[src/rtl/ccm_strip_fetch.sv]
// ccm_strip_fetch: walks a feature map in ROWS x LANES pixel strips with
// stride 1 or 2. Pixels inside the map are read over the REQ/GRANT/VLD port
// and pixels outside it are written as 0. Each finished strip is then handed
// to the MAC array over a VLD/RDY handshake.
//
// state   | meaning
// --------+---------------------------------------------------------------
// S_IDLE  | waiting for op_start; configuration captured on start
// S_FETCH | current pixel selected; zero-fill or raise the read request
// S_REQ   | read request held with a stable address until granted
// S_WAIT  | one read outstanding; waiting for read data valid
// S_OUT   | strip presented to the consumer; held until strip_rdy
// S_DONE  | one-cycle completion pulse

module ccm_strip_fetch #(
  parameter int ADDR_W = 20,
  parameter int PX_W   = 16,
  parameter int LANES  = 16,
  parameter int ROWS   = 2,
  parameter int DIM_W  = 9
) (
  input  logic                         i_clk,
  input  logic                         i_rst,
  input  logic                         i_op_start,
  input  logic                         i_op_abort,
  output logic                         o_busy,
  output logic                         o_done,
  input  logic [DIM_W-1:0]             i_cfg_width,
  input  logic [DIM_W-1:0]             i_cfg_height,
  input  logic                         i_cfg_stride2,
  input  logic [ADDR_W-1:0]            i_base_addr,
  output logic                         o_px_rd_req,
  output logic [ADDR_W-1:0]            o_px_rd_addr,
  input  logic                         i_px_rd_grant,
  input  logic                         i_px_rd_vld,
  input  logic [PX_W-1:0]              i_px_rd_data,
  output logic [ROWS*LANES*PX_W-1:0]   o_strip_data,
  output logic                         o_strip_vld,
  input  logic                         i_strip_rdy
);

  // Coordinates can overshoot the map by up to one stepped strip, so they
  // carry a few extra bits beyond the configured dimension width.
  localparam int CW    = DIM_W + $clog2(2 * ROWS * LANES) + 1;
  localparam int RW    = (ROWS  > 1) ? $clog2(ROWS)  : 1;
  localparam int LW    = (LANES > 1) ? $clog2(LANES) : 1;
  localparam int SLOTS = ROWS * LANES;
  localparam int SW    = (SLOTS > 1) ? $clog2(SLOTS) : 1;

  typedef enum logic [2:0] {
    S_IDLE,
    S_FETCH,
    S_REQ,
    S_WAIT,
    S_OUT,
    S_DONE
  } state_t;

  state_t                   r_state;
  state_t                   w_state_nxt;

  logic [DIM_W-1:0]         r_width;
  logic [DIM_W-1:0]         r_height;
  logic                     r_stride2;
  logic [ADDR_W-1:0]        r_base;
  logic [CW-1:0]            r_x0;
  logic [CW-1:0]            r_y0;
  logic [RW-1:0]            r_row;
  logic [LW-1:0]            r_lane;
  logic [SLOTS*PX_W-1:0]    r_strip;

  logic [CW-1:0]            w_x;
  logic [CW-1:0]            w_y;
  logic                     w_in_bounds;
  logic [ADDR_W-1:0]        w_addr;
  logic [SW-1:0]            w_slot;
  logic                     w_last_px;
  logic [CW-1:0]            w_x0_step;
  logic [CW-1:0]            w_y0_step;
  logic                     w_x_wrap;
  logic                     w_last_strip;

  logic                     w_capture;
  logic                     w_wr_en;
  logic                     w_wr_zero;
  logic                     w_advance;
  logic                     w_strip_acc;
  logic                     w_req;
  logic                     w_done;
  logic                     w_strip_vld;
  logic [PX_W-1:0]          w_wr_data;

  // Current pixel position, bounds test, read address and strip slot.
  assign w_x         = r_x0 + (CW'(r_lane) << r_stride2);
  assign w_y         = r_y0 + (CW'(r_row) << r_stride2);
  assign w_in_bounds = (w_x < CW'(r_width)) && (w_y < CW'(r_height));
  assign w_addr      = r_base + ADDR_W'(w_y) * ADDR_W'(r_width) + ADDR_W'(w_x);
  assign w_slot      = SW'(r_row) * SW'(LANES) + SW'(r_lane);
  assign w_last_px   = (r_row == RW'(ROWS - 1)) && (r_lane == LW'(LANES - 1));
  assign w_wr_data   = w_wr_zero ? '0 : i_px_rd_data;

  // Strip origin stepping; x0 wraps to the next strip row at the right edge.
  assign w_x0_step    = r_x0 + (CW'(LANES) << r_stride2);
  assign w_y0_step    = r_y0 + (CW'(ROWS) << r_stride2);
  assign w_x_wrap     = (w_x0_step >= CW'(r_width));
  assign w_last_strip = w_x_wrap && (w_y0_step >= CW'(r_height));

  assign o_busy       = (r_state != S_IDLE);
  assign o_done       = w_done;
  assign o_px_rd_req  = w_req;
  assign o_px_rd_addr = w_addr;
  assign o_strip_vld  = w_strip_vld;
  assign o_strip_data = r_strip;

  // State register.
  always_ff @(posedge i_clk) begin
    if (i_rst) begin
      r_state <= S_IDLE;
    end else begin
      r_state <= w_state_nxt;
    end
  end

  // Next-state decode and handshake outputs; abort overrides every busy state.
  always_comb begin
    w_state_nxt = r_state;
    w_capture   = 1'b0;
    w_wr_en     = 1'b0;
    w_wr_zero   = 1'b0;
    w_advance   = 1'b0;
    w_strip_acc = 1'b0;
    w_req       = 1'b0;
    w_done      = 1'b0;
    w_strip_vld = 1'b0;
    case (r_state)
      S_IDLE: begin
        if (i_op_start && !i_op_abort) begin
          w_capture   = 1'b1;
          w_state_nxt = ((i_cfg_width == '0) || (i_cfg_height == '0)) ? S_DONE : S_FETCH;
        end
      end
      S_FETCH: begin
        if (!w_in_bounds) begin
          w_wr_en     = 1'b1;
          w_wr_zero   = 1'b1;
          w_advance   = 1'b1;
          w_state_nxt = w_last_px ? S_OUT : S_FETCH;
        end else begin
          w_req       = 1'b1;
          w_state_nxt = i_px_rd_grant ? S_WAIT : S_REQ;
        end
      end
      S_REQ: begin
        w_req = 1'b1;
        if (i_px_rd_grant) begin
          w_state_nxt = S_WAIT;
        end
      end
      S_WAIT: begin
        if (i_px_rd_vld) begin
          w_wr_en     = 1'b1;
          w_advance   = 1'b1;
          w_state_nxt = w_last_px ? S_OUT : S_FETCH;
        end
      end
      S_OUT: begin
        w_strip_vld = 1'b1;
        if (i_strip_rdy) begin
          w_strip_acc = 1'b1;
          w_state_nxt = w_last_strip ? S_DONE : S_FETCH;
        end
      end
      S_DONE: begin
        w_done      = 1'b1;
        w_state_nxt = S_IDLE;
      end
      default: begin
        w_state_nxt = S_IDLE;
      end
    endcase
    if (i_op_abort && (r_state != S_IDLE)) begin
      w_state_nxt = S_IDLE;
      w_wr_en     = 1'b0;
      w_advance   = 1'b0;
      w_strip_acc = 1'b0;
    end
  end

  // Configuration capture, pixel/strip counters and strip slot writes.
  always_ff @(posedge i_clk) begin
    if (i_rst) begin
      r_width   <= '0;
      r_height  <= '0;
      r_stride2 <= 1'b0;
      r_base    <= '0;
      r_x0      <= '0;
      r_y0      <= '0;
      r_row     <= '0;
      r_lane    <= '0;
      r_strip   <= '0;
    end else begin
      if (w_capture) begin
        r_width   <= i_cfg_width;
        r_height  <= i_cfg_height;
        r_stride2 <= i_cfg_stride2;
        r_base    <= i_base_addr;
        r_x0      <= '0;
        r_y0      <= '0;
        r_row     <= '0;
        r_lane    <= '0;
      end
      if (w_advance) begin
        if (r_lane == LW'(LANES - 1)) begin
          r_lane <= '0;
          r_row  <= (r_row == RW'(ROWS - 1)) ? '0 : r_row + 1'b1;
        end else begin
          r_lane <= r_lane + 1'b1;
        end
      end
      if (w_strip_acc) begin
        if (w_x_wrap) begin
          r_x0 <= '0;
          r_y0 <= w_y0_step;
        end else begin
          r_x0 <= w_x0_step;
        end
      end
      for (int s = 0; s < SLOTS; s++) begin
        if (w_wr_en && (w_slot == SW'(s))) begin
          r_strip[s*PX_W +: PX_W] <= w_wr_data;
        end
      end
    end
  end

endmodule

[config.mk]
export PLATFORM = sky130hd
export DESIGN_NAME = ccm_strip_fetch
export DESIGN_NICKNAME = d
export VERILOG_FILES = /design/src/rtl/ccm_strip_fetch.sv
export SDC_FILE = /design/constraint.sdc
export NUM_CORES = 1
export LEC_CHECK = 0
export ABC_AREA = 1
export ABC_CLOCK_PERIOD_IN_PS = 12200
export CELL_PAD_IN_SITES_DETAIL_PLACEMENT = 0
export CELL_PAD_IN_SITES_GLOBAL_PLACEMENT = 2
export CORE_UTILIZATION = 29
export DETAILED_ROUTE_END_ITERATION = 8
export PLACE_DENSITY = 0.85
export RECOVER_POWER = 25
export SLEW_MARGIN = 20
export SYNTH_ARGS = -nofsm -noshare
export SYNTH_HDL_FRONTEND = slang
export SYNTH_SLANG_ARGS = --single-unit
[constraint.sdc]
create_clock -name i_clk -period 12.2 [get_ports i_clk]
set_input_delay 3.66 -clock i_clk [delete_from_list [all_inputs] [get_ports i_clk]]
set_output_delay 3.66 -clock i_clk [all_outputs]
set_load 0.02 [all_outputs]
==> summary.md, run 1 <==
| Metric | Value |
|---|---|
| Worst-margin pin slew | `approximately 3600 ps` |
| Die ar. | `110,000 um2` |
| Post-Synth Adder-Cell Area | `11.2%` |
| Clk root buf | `clkbuf_16` |
| Failing checks | `capacitance limit, slew limit` |
| Sequential cell area fraction in the yosys report | `37.3%` |
| RR Startpoint | `r_row$_SDFF_PP0_` |
| Commonest non-fill, non-tap cells in the layout | `nand2_1 (1,230), nor2_1 (1,045), inv_1 (732), dfxtp_1 (587), clkdlybuf4s50_1 (317)` |
| Yosys reg bits | `587` |
| Hold Startpoint | `o_strip_data[184]$_SDFFE_PP0P_` |
| Die Ht | `roughly 330 um` |
| Pwr per Cell Area | `about 110 nW/um2` |
| Final nets | `roughly 5.4k` |
| Die W | `332 um` |
| Clock latency on the worst-skew pair | `650 ps` |
| Drt drc | `0` |
| Initial antenna violation count | `2` |
| Share of cells above drive strength 1 | `~4.3%` |
| GR Overflow Total | `0` |
| Post-Syn Instances | `roughly 4.6k` |
| Sw frac | `between 20% and 30%` |
| Internal power | `0.00336 W` |
| Ant diodes | `0` |
| I/O pin count | `598` |
| Synth Warn # | `0` |
| Clock slew at reported path FFs | `around 60 ps` |
| CP startpoint kind | `flop` |
| Depth of the CTS H-tree | `3` |
| WL/cell | `between 15 and 20 um` |
| Setup CP Type | `reg -> out` |
| DP HPWL | `between 80 and 90 mm` |
| Tot GR Track Use | `21.1%` |
| Final setup vio count | `0` |
| Core Box Area | `108,000 um2` |
| Psw | `0.00127 W` |
| Final wirelength | `about 120 mm` |
| Multiplexer share of the synthesized area | `0%` |
| Vias | `roughly 29k` |
| Global-route wire length before repair | `around 180 mm` |
| Largest net degree at the start of global routing | `192` |
| Antenna-violating nets left | `0` |
| Max stage delay cell, worst path | `clkdlybuf4s50_1` |
| Via density per instance | `between 4 and 5` |
| Overall power | `around 0.0046 W` |
| Filler cell count | `11.4k` |
| Slew headroom | `-141%` |
| Synthesized area | `approximately 32,000 um2` |
| Initial detailed-routing violation count | `roughly 1.8k` |
| Cell taking the most area after synthesis | `dfxtp_1` |
| CTS tree | `built` |
| Sequential power share | `42.2%` |
| Area delta synth->final | `29.1%` |
| Status | `finished, violations left` |
| Leading cell type in the layout, fill and taps excluded | `nand2_1` |
| Tcrit/Tclk final | `a little over nine tenths` |
| CP Max Fanout | `17` |
| Initial Util | `29.3%` |
| Post-synth EDFFs | `0` |
| Gate power share | `under 10%` |
| Critical Path RT | `8540 ps` |
| Top cells by area, synth | `dfxtp_1 (37%), nand2_1 (15%), nor2_1 (12%)` |
| Max Slew Vio Count | `slightly above 80` |
| Worst Hold Class | `reg -> reg` |
| Worst setup EP type | `output pin` |
| Min Tclk post-route | `11,620 ps` |
| Hold_buf cts | `0` |
| Largest family of logic cells by synthesized area | `simple AND/OR/NAND/NOR gates` |
| Total clock sinks | `roughly 600` |
| Placer Congestion | `0.867` |
| Net Count, Synth | `between 4k and 5k` |
| Vias in the first global route | `26.8k` |
| Slowest stage delay, CP | `approximately 600 ps` |
| Max-cap violations | `1` |
| Synth Area in Compound Gates | `about 4.5%` |
| Top_reg_cell synth | `dfxtp_1` |
| Achievable Freq | `~0.086 GHz` |
| Synth top area share | `~37%` |
| Placement Rows | `120` |
| Leak | `20.5 nW` |
| Cell repeated most along the worst path | `nand2_1` |
| CTS Buffer Depth | `3` |
| Synth Area per Inst | `~6.8 um2` |
| CP arrival | `slightly below 8000 ps` |
| Setup_tns | `0 ps` |
| Ys async rst share | `0%` |
| Final hold violation count | `0` |
| Max IR drop VDD | `0.0794 mV` |
| Total CTS buffers | `between 70 and 80` |
| I/O Buffers | `a little under 600` |
| Crit path launch | `r_row$_SDFF_PP0_` |
| Synth Area in XOR/XNOR | `under 10%` |
| Clock skew | `~17 ps` |
| Post-synth cell types | `44` |
| RSZ-0062 raised after global routing | `false` |
| Simple-gate area share of the yosys netlist | `32.5%` |
| Multi-input logic area | `between 15,000 and 20,000 um2` |
| TritonRoute pass-1 iters | `7` |
| Sequential cell area | `approximately 12,000 um2` |
| Clock share of power | `48.6%` |
## per-stage QoR
stage / area, um2 / util [%] / instances / hold slack (ps) / setup WS [ps]
after floorplan: 31500 / - / 4642 / 443 / 1920
after global placement: 38200 / 35.6 / 6407 / 451 / 1050
after detailed placement: 38200 / 35.6 / 6407 / 456 / 968
after CTS: 40700 / 37.9 / 6541 / 464 / 241
final: 40700 / 37.9 / 6541 / 462 / 578
after global routing: 40700 / 37.9 / 6541 / 478 / 56.4
## metal layers
| metal | share of wire, % | track usage (%) |
|---|---|---|
| met5 | 0 | 0 |
| met2 | 47 | 35.0 |
| met4 | 3.2 | 7.04 |
| met3 | 7.2 | 5.98 |
| met1 | 43 | 26.1 |
## worst max-delay path: cells and delay by family (launching register included)
kind                     cells  cell delay [ps]
flip-flops                   1              310
adder cells (fa/ha/maj)      8             3500
AO/OA/AOI/OAI                3              670
buffers and inverters        9             1400
AND/OR/NAND/NOR             14             1440
## sequential cells by signal, indices dropped and copies added (netlist names)
name / cells
r_row: 1
r_stride2: 1
r_height: 9
r_state: 3
r_x0: 12
o_strip_data: 512
r_y0: 16
r_lane: 4
r_base: 20
r_width: 9
## synth_stat cells (all sizes together) (2+ instances only)
master and number:
nand4 97, o21ai 62, nor3 21, o21a 4, nor4 3, ha 82, nand2 1240, xnor2 11
a21oi 176, nor2 1052, o221ai 2, nand3b 2, inv 736, fa 125, buf 179, clkbuf 86
a21o 3, nand3 119, xor2 40, or2 7, dfxtp 587
## timing repair
| action | 4_1_cts | 5_1_grt |
|---|---|---|
| gates resized for setup | 0 | 3 |
| buffers inserted | 0 | 0 |
| endpoints found under the setup margin | 0 | 2 |
## layout make-up
class / instances / area share (%)
Multi-Input combinational cell: 3052 / 38.7
Sequential cell: 587 / 28.9
Timing Repair Buffer: 628 / 15.3
Inverter: 737 / 6.83
Clock buffer: 112 / 5.53
Tap cell: 1403 / 4.31
Clock inverter: 22 / 0.507
## power groups by stage
stage | sequential (W) | clock [W] | combinational [W]
6_report | 0.00195 | 0.00225 | 0.000424
3_5_place_dp | 0.00200 | 0 | 0.000432
2_1_floorplan | 0.00199 | 0 | 0.000253
3_3_place_gp | 0.00200 | 0 | 0.000432
5_1_grt | 0.00195 | 0.00239 | 0.000461
4_1_cts | 0.00195 | 0.00232 | 0.000434
## cells by family after synthesis
group,count (synthesis)
and+or+nand+nor,2541
adders and majority gates,207
xor gates and xnor gates,51
other,1
DFF,587
AOI/OAI and AO/OA,252
buffers and inverters,1003
## worst paths after layout
check / slack [ps] / depth (start not counted) / endpoint
hold / removal: 460 / 2 / o_strip_data[184]$_SDFFE_PP0P_
setup reg to reg: 6340 / 24 / o_strip_data[187]$_SDFFE_PP0P_
setup / recovery: 580 / 34 / o_px_rd_addr[19]
hold reg to reg: 460 / 2 / o_strip_data[184]$_SDFFE_PP0P_
Power figures use the tool's default switching activity.
==> inputs of run 2 (changes only) <==
- SLEW_MARGIN: 20 -> not set
==> results of run 2 <==
No change in the layout: final DEF, timing and power equal those of run 1.
